==> src/rtl/mem_arbiter_if.sv <==
// Bus bundle for mem_arbiter: icache fetch port, dcache load/store port and the single RAM port.
// The master modport is the arbiter's view; slave is the caches-plus-RAM side.
interface mem_arbiter_if #(
  parameter int ADDR_W = 32,
  parameter int DATA_W = 32
);
  logic              iREN;
  logic [ADDR_W-1:0] iaddr;
  logic              iwait;
  logic [DATA_W-1:0] iload;

  logic              dREN;
  logic              dWEN;
  logic [ADDR_W-1:0] daddr;
  logic [DATA_W-1:0] dstore;
  logic              dwait;
  logic [DATA_W-1:0] dload;

  logic              ramREN;
  logic              ramWEN;
  logic [ADDR_W-1:0] ramaddr;
  logic [DATA_W-1:0] ramstore;
  logic [DATA_W-1:0] ramload;
  logic [1:0]        ramstate;

  logic              merr;

  modport master (
    input  iREN, iaddr, dREN, dWEN, daddr, dstore, ramload, ramstate,
    output iwait, iload, dwait, dload, ramREN, ramWEN, ramaddr, ramstore, merr
  );

  modport slave (
    output iREN, iaddr, dREN, dWEN, daddr, dstore, ramload, ramstate,
    input  iwait, iload, dwait, dload, ramREN, ramWEN, ramaddr, ramstore, merr
  );
endinterface

==> src/rtl/mem_arbiter.sv <==
// Shares the single RAM port between instruction fetch and data load/store.
// Data has priority; a saturating starvation counter forces a fetch grant after STARVE_LIMIT data completions.
module mem_arbiter #(
  parameter int ADDR_W       = 32,
  parameter int DATA_W       = 32,
  parameter int STARVE_LIMIT = 4
) (
  input logic           CLK,
  input logic           nRST,
  mem_arbiter_if.master bus
);

  localparam int                  STARVE_W   = $clog2(STARVE_LIMIT + 1);
  localparam logic [STARVE_W-1:0] STARVE_MAX = STARVE_W'(STARVE_LIMIT);
  localparam logic [1:0]          RAM_ACCESS = 2'd2;
  localparam logic [1:0]          RAM_ERROR  = 2'd3;
  localparam logic [ADDR_W-1:0]   ADDR_ZERO  = '0;
  localparam logic [DATA_W-1:0]   DATA_ZERO  = '0;

  typedef enum logic [1:0] {
    IDLE  = 2'd0,
    GNT_I = 2'd1,
    GNT_D = 2'd2
  } state_t;

  state_t              state;
  state_t              state_next;
  state_t              arb_pick;
  logic [STARVE_W-1:0] starve;
  logic [STARVE_W-1:0] starve_next;
  logic                dreq;
  logic                ram_done;
  logic                done_i;
  logic                done_d;
  logic                fetch_forced;

  assign dreq     = bus.dREN | bus.dWEN;
  assign ram_done = (state != IDLE) &&
                    ((bus.ramstate == RAM_ACCESS) || (bus.ramstate == RAM_ERROR));
  assign done_i   = ram_done && (state == GNT_I);
  assign done_d   = ram_done && (state == GNT_D);

  always_ff @(posedge CLK) begin
    if (!nRST) begin
      state  <= IDLE;
      starve <= '0;
    end else begin
      state  <= state_next;
      starve <= starve_next;
    end
  end

  // The forcing test uses the count including a data completion happening this cycle,
  // so exactly STARVE_LIMIT data completions go through before fetch wins.
  always_comb begin
    starve_next = starve;
    if (!bus.iREN) begin
      starve_next = '0;
    end else if (done_i) begin
      starve_next = '0;
    end else if (done_d && (starve != STARVE_MAX)) begin
      starve_next = starve + 1'b1;
    end
  end

  assign fetch_forced = (starve_next == STARVE_MAX);

  always_comb begin
    arb_pick = IDLE;
    if (dreq && bus.iREN && fetch_forced) begin
      arb_pick = GNT_I;
    end else if (dreq) begin
      arb_pick = GNT_D;
    end else if (bus.iREN) begin
      arb_pick = GNT_I;
    end
  end

  // Data keeps its priority across its own completions (bounded by starve); a completed
  // fetch never re-wins in its completion cycle, so only the data side is considered there.
  always_comb begin
    state_next = state;
    case (state)
      IDLE: begin
        state_next = arb_pick;
      end
      GNT_I: begin
        if (done_i) begin
          state_next = dreq ? GNT_D : IDLE;
        end else if (!bus.iREN) begin
          state_next = IDLE;
        end
      end
      GNT_D: begin
        if (done_d) begin
          state_next = arb_pick;
        end else if (!dreq) begin
          state_next = IDLE;
        end
      end
      default: begin
        state_next = IDLE;
      end
    endcase
  end

  // RAM side is decoded from the grant only; a write wins over a simultaneous read.
  always_comb begin
    bus.ramREN   = 1'b0;
    bus.ramWEN   = 1'b0;
    bus.ramaddr  = ADDR_ZERO;
    bus.ramstore = DATA_ZERO;
    case (state)
      GNT_I: begin
        bus.ramREN  = 1'b1;
        bus.ramaddr = bus.iaddr;
      end
      GNT_D: begin
        bus.ramWEN   = bus.dWEN;
        bus.ramREN   = bus.dREN & ~bus.dWEN;
        bus.ramaddr  = bus.daddr;
        bus.ramstore = bus.dstore;
      end
      default: begin
        bus.ramREN = 1'b0;
      end
    endcase
  end

  assign bus.iwait = ~done_i;
  assign bus.dwait = ~done_d;
  assign bus.iload = bus.ramload;
  assign bus.dload = bus.ramload;
  assign bus.merr  = ram_done && (bus.ramstate == RAM_ERROR);

endmodule

==> src/flat_wrapper.sv <==
// flat-port wrapper written by rule: the top's interface ports become plain ports
module mem_arbiter_flat 
#(
  parameter int ADDR_W       = 32,
  parameter int DATA_W       = 32,
  parameter int STARVE_LIMIT = 4
)
  (CLK, nRST, bus_iREN, bus_iaddr, bus_dREN, bus_dWEN, bus_daddr, bus_dstore, bus_ramload, bus_ramstate, bus_iwait, bus_iload, bus_dwait, bus_dload, bus_ramREN, bus_ramWEN, bus_ramaddr, bus_ramstore, bus_merr);
  mem_arbiter_if #(.ADDR_W(ADDR_W), .DATA_W(DATA_W)) bus_i ();
  input logic CLK;
  input logic nRST;
  input wire logic [$bits(bus_i.iREN)-1:0] bus_iREN;
  input wire logic [$bits(bus_i.iaddr)-1:0] bus_iaddr;
  input wire logic [$bits(bus_i.dREN)-1:0] bus_dREN;
  input wire logic [$bits(bus_i.dWEN)-1:0] bus_dWEN;
  input wire logic [$bits(bus_i.daddr)-1:0] bus_daddr;
  input wire logic [$bits(bus_i.dstore)-1:0] bus_dstore;
  input wire logic [$bits(bus_i.ramload)-1:0] bus_ramload;
  input wire logic [$bits(bus_i.ramstate)-1:0] bus_ramstate;
  output wire logic [$bits(bus_i.iwait)-1:0] bus_iwait;
  output wire logic [$bits(bus_i.iload)-1:0] bus_iload;
  output wire logic [$bits(bus_i.dwait)-1:0] bus_dwait;
  output wire logic [$bits(bus_i.dload)-1:0] bus_dload;
  output wire logic [$bits(bus_i.ramREN)-1:0] bus_ramREN;
  output wire logic [$bits(bus_i.ramWEN)-1:0] bus_ramWEN;
  output wire logic [$bits(bus_i.ramaddr)-1:0] bus_ramaddr;
  output wire logic [$bits(bus_i.ramstore)-1:0] bus_ramstore;
  output wire logic [$bits(bus_i.merr)-1:0] bus_merr;
  assign bus_i.iREN = bus_iREN;
  assign bus_i.iaddr = bus_iaddr;
  assign bus_i.dREN = bus_dREN;
  assign bus_i.dWEN = bus_dWEN;
  assign bus_i.daddr = bus_daddr;
  assign bus_i.dstore = bus_dstore;
  assign bus_i.ramload = bus_ramload;
  assign bus_i.ramstate = bus_ramstate;
  assign bus_iwait = bus_i.iwait;
  assign bus_iload = bus_i.iload;
  assign bus_dwait = bus_i.dwait;
  assign bus_dload = bus_i.dload;
  assign bus_ramREN = bus_i.ramREN;
  assign bus_ramWEN = bus_i.ramWEN;
  assign bus_ramaddr = bus_i.ramaddr;
  assign bus_ramstore = bus_i.ramstore;
  assign bus_merr = bus_i.merr;
  mem_arbiter #(.ADDR_W(ADDR_W), .DATA_W(DATA_W), .STARVE_LIMIT(STARVE_LIMIT)) u_core (.CLK(CLK), .nRST(nRST), .bus(bus_i));
endmodule
==> config.mk <==
export PLATFORM = sky130hd
export DESIGN_NAME = mem_arbiter_flat
export DESIGN_NICKNAME = d
export VERILOG_FILES = /design/src/rtl/mem_arbiter_if.sv /design/src/rtl/mem_arbiter.sv /design/src/flat_wrapper.sv
export SDC_FILE = /design/constraint.sdc
export NUM_CORES = 1
export LEC_CHECK = 0
export BUFFER_PORTS_ARGS = -buffer_cell sky130_fd_sc_hd__buf_4
export CORE_AREA = 2 2 104 106
export DETAILED_ROUTE_END_ITERATION = 16
export DIE_AREA = 0 0 106 108
export PLACE_DENSITY = 0.55
export SKIP_CTS_REPAIR_TIMING = 1
export SKIP_LAST_GASP = 1
export SYNTH_ARGS = -nofsm -noshare
export SYNTH_HDL_FRONTEND = slang
export SYNTH_SLANG_ARGS = --single-unit
export TNS_END_PERCENT = 20
==> constraint.sdc <==
create_clock -name CLK -period 2.15 [get_ports CLK]
set_input_delay 0.1075 -clock CLK [delete_from_list [all_inputs] [get_ports CLK]]
set_output_delay 0.1075 -clock CLK [all_outputs]
set_load 0.05 [all_outputs]
Word level (Yosys, flattened, before mapping). Cells that the tools add are included.

Multiplexer cells: 16. Add/sub/neg operators: 1. Reduce and logical (&&, ||, !) cells: 11. Bitwise logic cells: 5. Equality and inequality tests: 8.

Operator list (number): 32-bit case mux with 2 select lines (1); 32-bit 2-to-1 mux (1); 2-bit 2-to-1 mux (7); 3-bit 2-to-1 mux (3); 1-bit logical AND (7); 2-bit == test, second input constant (3); 3-bit inequality test, second input constant (2); 2-bit case mux with 3 select lines (1); 3-bit by 1-bit adder with 3-bit output, second input constant (1); 3-bit == test, second input constant (1); 3-bit by 2-bit inequality test with 1-bit output, second input constant (1); 1-bit NOT (3); 2-bit by 1-bit == test with 1-bit output, second input constant (1); 2-bit zero test (1); 1-bit 2-to-1 mux (2); 1-bit case mux with 2 select lines (1); 2-bit AND reduction (1); 2-bit nonzero test (1); 1-bit bitwise AND (1); 1-bit logical OR (1); 1-bit OR (1).

Bits of input ports: 135. Output and inout port bits: 133. Bits in registers: 5. Logic and storage cells: 43.

Logic depth before layout (Yosys ltp).
Word-level depth: 13. Mapped depth: 7.

Worst setup path after synthesis. No wires, ideal clock.

Path type: register -> output. Start point: register u_core.state[0]. End point: output bus_ramaddr[19]. Arrival: 1981 ps. Path buffers: 2. Cell stages (with the launch flop): 7. Slack: 61 ps. Cells stage by stage: dfxtp_1 -> inv_1 -> ha_1 -> clkbuf_1 -> clkbuf_1 -> a22oi_1 -> nor2b_1.

Longest elaborated chain between the ends: 2.

RTL lines: start: declaration (line mem_arbiter.sv:26) `state_t state;`; start signal: assignment (line mem_arbiter.sv:48) `state <= state_next;`; 2-bit == test or 2-bit by 1-bit == test with 1-bit output (tied branches) (line mem_arbiter.sv:113) `case (state)`; 32-bit case mux with 2 select lines * (line mem_arbiter.sv:113); end: declaration (line flat_wrapper.sv:26) `output wire logic [$bits(bus_i.ramaddr)-1:0] bus_ramaddr;`.

Mark *: on every way between the ends. The rest lies on a longest branch, timed or not.

Final worst setup path.
Start point: register u_core.state[0]. End point: register u_core.state[0].

Longest elaborated chain between the ends: 12.

RTL lines: 2-bit nonzero test (line mem_arbiter.sv:38) `assign ram_done = (state != IDLE) &&`; 1-bit logical AND (line mem_arbiter.sv:38); 1-bit logical AND (line mem_arbiter.sv:41) `assign done_d = ram_done && (state == GNT_D);`; 1-bit logical AND (line mem_arbiter.sv:61) `end else if (done_d && (starve != STARVE_MAX)) begin`; 3-bit 2-to-1 mux (line mem_arbiter.sv:61); 3-bit 2-to-1 mux (line mem_arbiter.sv:59) `end else if (done_i) begin`; 3-bit 2-to-1 mux (line mem_arbiter.sv:57) `if (!bus.iREN) begin`; 3-bit == test (line mem_arbiter.sv:66) `assign fetch_forced = (starve_next == STARVE_MAX);`; 1-bit logical AND (line mem_arbiter.sv:70) `if (dreq && bus.iREN && fetch_forced) begin`; 2-bit 2-to-1 mux (line mem_arbiter.sv:70); 2-bit 2-to-1 mux (line mem_arbiter.sv:95) `if (done_d) begin`; 2-bit case mux with 3 select lines (line mem_arbiter.sv:83) `case (state)`.

Several ways; a longest one is shown, not always the timed one. A chain may end at the register's enable or synchronous reset.

==> metrics.yaml <==
logic_synthesis:
  yosys_warnings: 0
  ys_ff_latch: 5
  syn_nets: 371
  synthXorXnorAreaFrac: 0.00543
  avgSynthCellArea_um2: 7.02
  synthMuxAreaShare: 0.00620
  synth_top_family_by_area: "buffers and inverters"
  ys_types: 28
  synth_compound_area_frac: 0.200
  async_reset_ff_frac: 0
  yosys.area_share.simple: 0.336
  ys.flop_type: "dfxtp_1"
  synthAdderAreaFrac: 0.0465
  synth_edf_count: 0
  synth_cells: 230
  syn_area_mm2: 0.00161
  synth_seq_area_share: 0.0620
routing:
  routedWlPerCell_um: 13.9
  num_vias: 1955
  dr.pass1.iters: 5
  drc: 0
  drtIter0Drc: 102
  via_per_inst: 4.18
  ant_nets: 0
  wl_um: 6500
clock_network:
  cts_tree: "yes"
  htree_levels: 1
  clk_path_buf_depth: 2
  cts_root_buf: "clkbuf_8"
  cts.sink_count: 5
  clock_latency_ns: 0.22
  clk_pin_slew_worst_paths_ns: 0.04
  cts_buffers: 3
setup_path:
  rr_worst_depth: 7
  max_stage_delay_ns: 0.33
  worstPathMaxFanout: 32
  cp-start-kind: "flip-flop"
  crit_chain: "inv_1 > ha_2 > buf_4 > o21ai_0 > a31oi_1 > nor2_1 > a211o_1"
  worstSetupPathType: "reg2reg"
  worstPathArrival_ns: 2.06
  crit_required_ns: 2.25
  reg2reg_slack_ns: 0.19
  r2r_end: "u_core.state[0]"
  cp-end-kind: "flip-flop"
  slowest_stage: "dfxtp_1"
  r2r-start: "u_core.state[0]"
timing:
  setup_viol: 0
  period_minus_slack_ns: 1.96
  hold_slack_ns: 0.215
  finalCritPeriodShare: 0.912
  slew_violations: 0
  max_freq_mhz: 510
  worst_slack_ns: 0.190
  maxSlewHeadroom: 0.735
  final-hold-violation-count: 0
  skew_ns: 0.00254
  rsz0062_at_grt: "false"
  final.setup.tns_ns: 0
  worst_pin_slew_ns: 0.397
placement:
  place.port_buffers: 171
  dp_hpwl_um: 5430
  placed_cell_area_mm2: 0.00259
  place_ws_ns: 0.168
  routabilityCongestion: 0.827
  dpl.cell_count: 464
die:
  start_util: 0.158
  core_area_mm2: 0.0102
  die_height_um: 108
  rows: 37
  die_area_mm2: 0.0114
  die_width_um: 106
  io_pins: 268
global_route:
  grt_usage: 0.104
  grt_use_met2: 0.188
  grt.met3_usage: 0.0229
  grt_pass1_wl_um: 9670
  grt_max_degree: 36
  grt_pass1_vias: 1968
  overflow: 0
  grt.busiest_layer: "met2"
  grt_use_met1: 0.119
  antenna_found_initial: 0
worst_hold_path:
  hold_end: "bus_dload[13]"
  worstHoldPathType: "in2out"
  worstHoldStart: "bus_ramload[13]"
  min_path_cells: 0
layout:
  finalInstanceArea_mm2: 0.00263
  final_util: 0.257
  final_common_cell: "buf_4"
  antenna_cells: 0
  drive_gt1_frac: 0.548
  final_cell_mix: "buf_4, and2_1, a22oi_1, nor2b_1, nor2_1"
  fin_cells: 468
  area_growth_pct: 63.1
  final_nets: 474
status:
  status: "finished clean"
pwr:
  p_leak_nw: 1.27
  power_density_mw_per_mm2: 487
  power_mw: 1.28
  ir_worst_vdd_mv: 0.146
flow_run:
  drv_cap: 0
-- Yosys cell counts, types with 2 or more instances --
| library cell | count | area [um2] |
|---|---|---|
| buf_4 | 64 | 480 |
| and2_1 | 33 | 206 |
| a22oi_1 | 32 | 240 |
| nor2b_1 | 32 | 200 |
| clkbuf_1 | 14 | 52.6 |
| nor2_1 | 7 | 26.3 |
| ha_1 | 6 | 75.1 |
| inv_1 | 6 | 22.5 |
| nand2_1 | 6 | 22.5 |
| dfxtp_1 | 5 | 100 |
| a21oi_1 | 3 | 15.0 |
| nand2b_1 | 3 | 18.8 |
| a211o_1 | 2 | 17.5 |
| nand4b_1 | 2 | 17.5 |
| nor3_1 | 2 | 10.0 |
-- flip-flops by register name, indices dropped and copies added, names as in the netlist --
signal,cells
u_core.starve,3
u_core.state,2
-- metal layers --
| metal | routed length [um] | part of all wire |
|---|---|---|
| met4 | 224 | 0.034 |
| met2 | 3190 | 0.49 |
| met3 | 691 | 0.11 |
| met1 | 2400 | 0.37 |
| met5 | 0 | 0 |
-- power breakdown --
group          internal, mW  switching, mW  total (mW)
sequential           0.0980        0.00484       0.103
clock                 0.127         0.0444       0.172
combinational         0.392          0.616        1.01
-- final cells by class --
cell class / count / area, um2
clock buffers: 4 / 45.0
multi-input cells: 141 / 961
fillers: 1119 / 7600
well taps: 136 / 170
inverters: 6 / 22.5
flip-flops and latches: 5 / 100
repair buffers: 176 / 1330
-- logic make-up after synthesis --
logic type | count (synthesis)
xor gates and xnor gates | 1
DFF | 5
buffers and inverters | 84
and+or+nand+nor | 90
AOI/OAI and AO/OA | 43
adders and majority gates | 6
muxes | 1
-- worst max-delay path by stage --
stage	from	endpoint	slack [ns]	depth (start not counted)
4_1_cts	u_core.state[0]	u_core.state[0]	0.16	7
3_5_place_dp	u_core.state[0]	u_core.state[0]	0.17	7
3_3_place_gp	u_core.state[0]	u_core.state[0]	0.34	7
2_1_floorplan	u_core.state[0]	bus_ramaddr[19]	0.06	6
5_1_grt	u_core.state[0]	u_core.state[0]	0.06	7
6_report	u_core.state[0]	u_core.state[0]	0.19	7
-- critical path: cells and delay by family (launching register included) --
| kind | cells | cell delay [ns] |
|---|---|---|
| compound gates | 3 | 0.82 |
| fa+ha+maj | 1 | 0.21 |
| buf+inv | 2 | 0.40 |
| flops | 1 | 0.33 |
| simple gates | 1 | 0.07 |
Note: power is estimated with default switching activity, not from simulation.
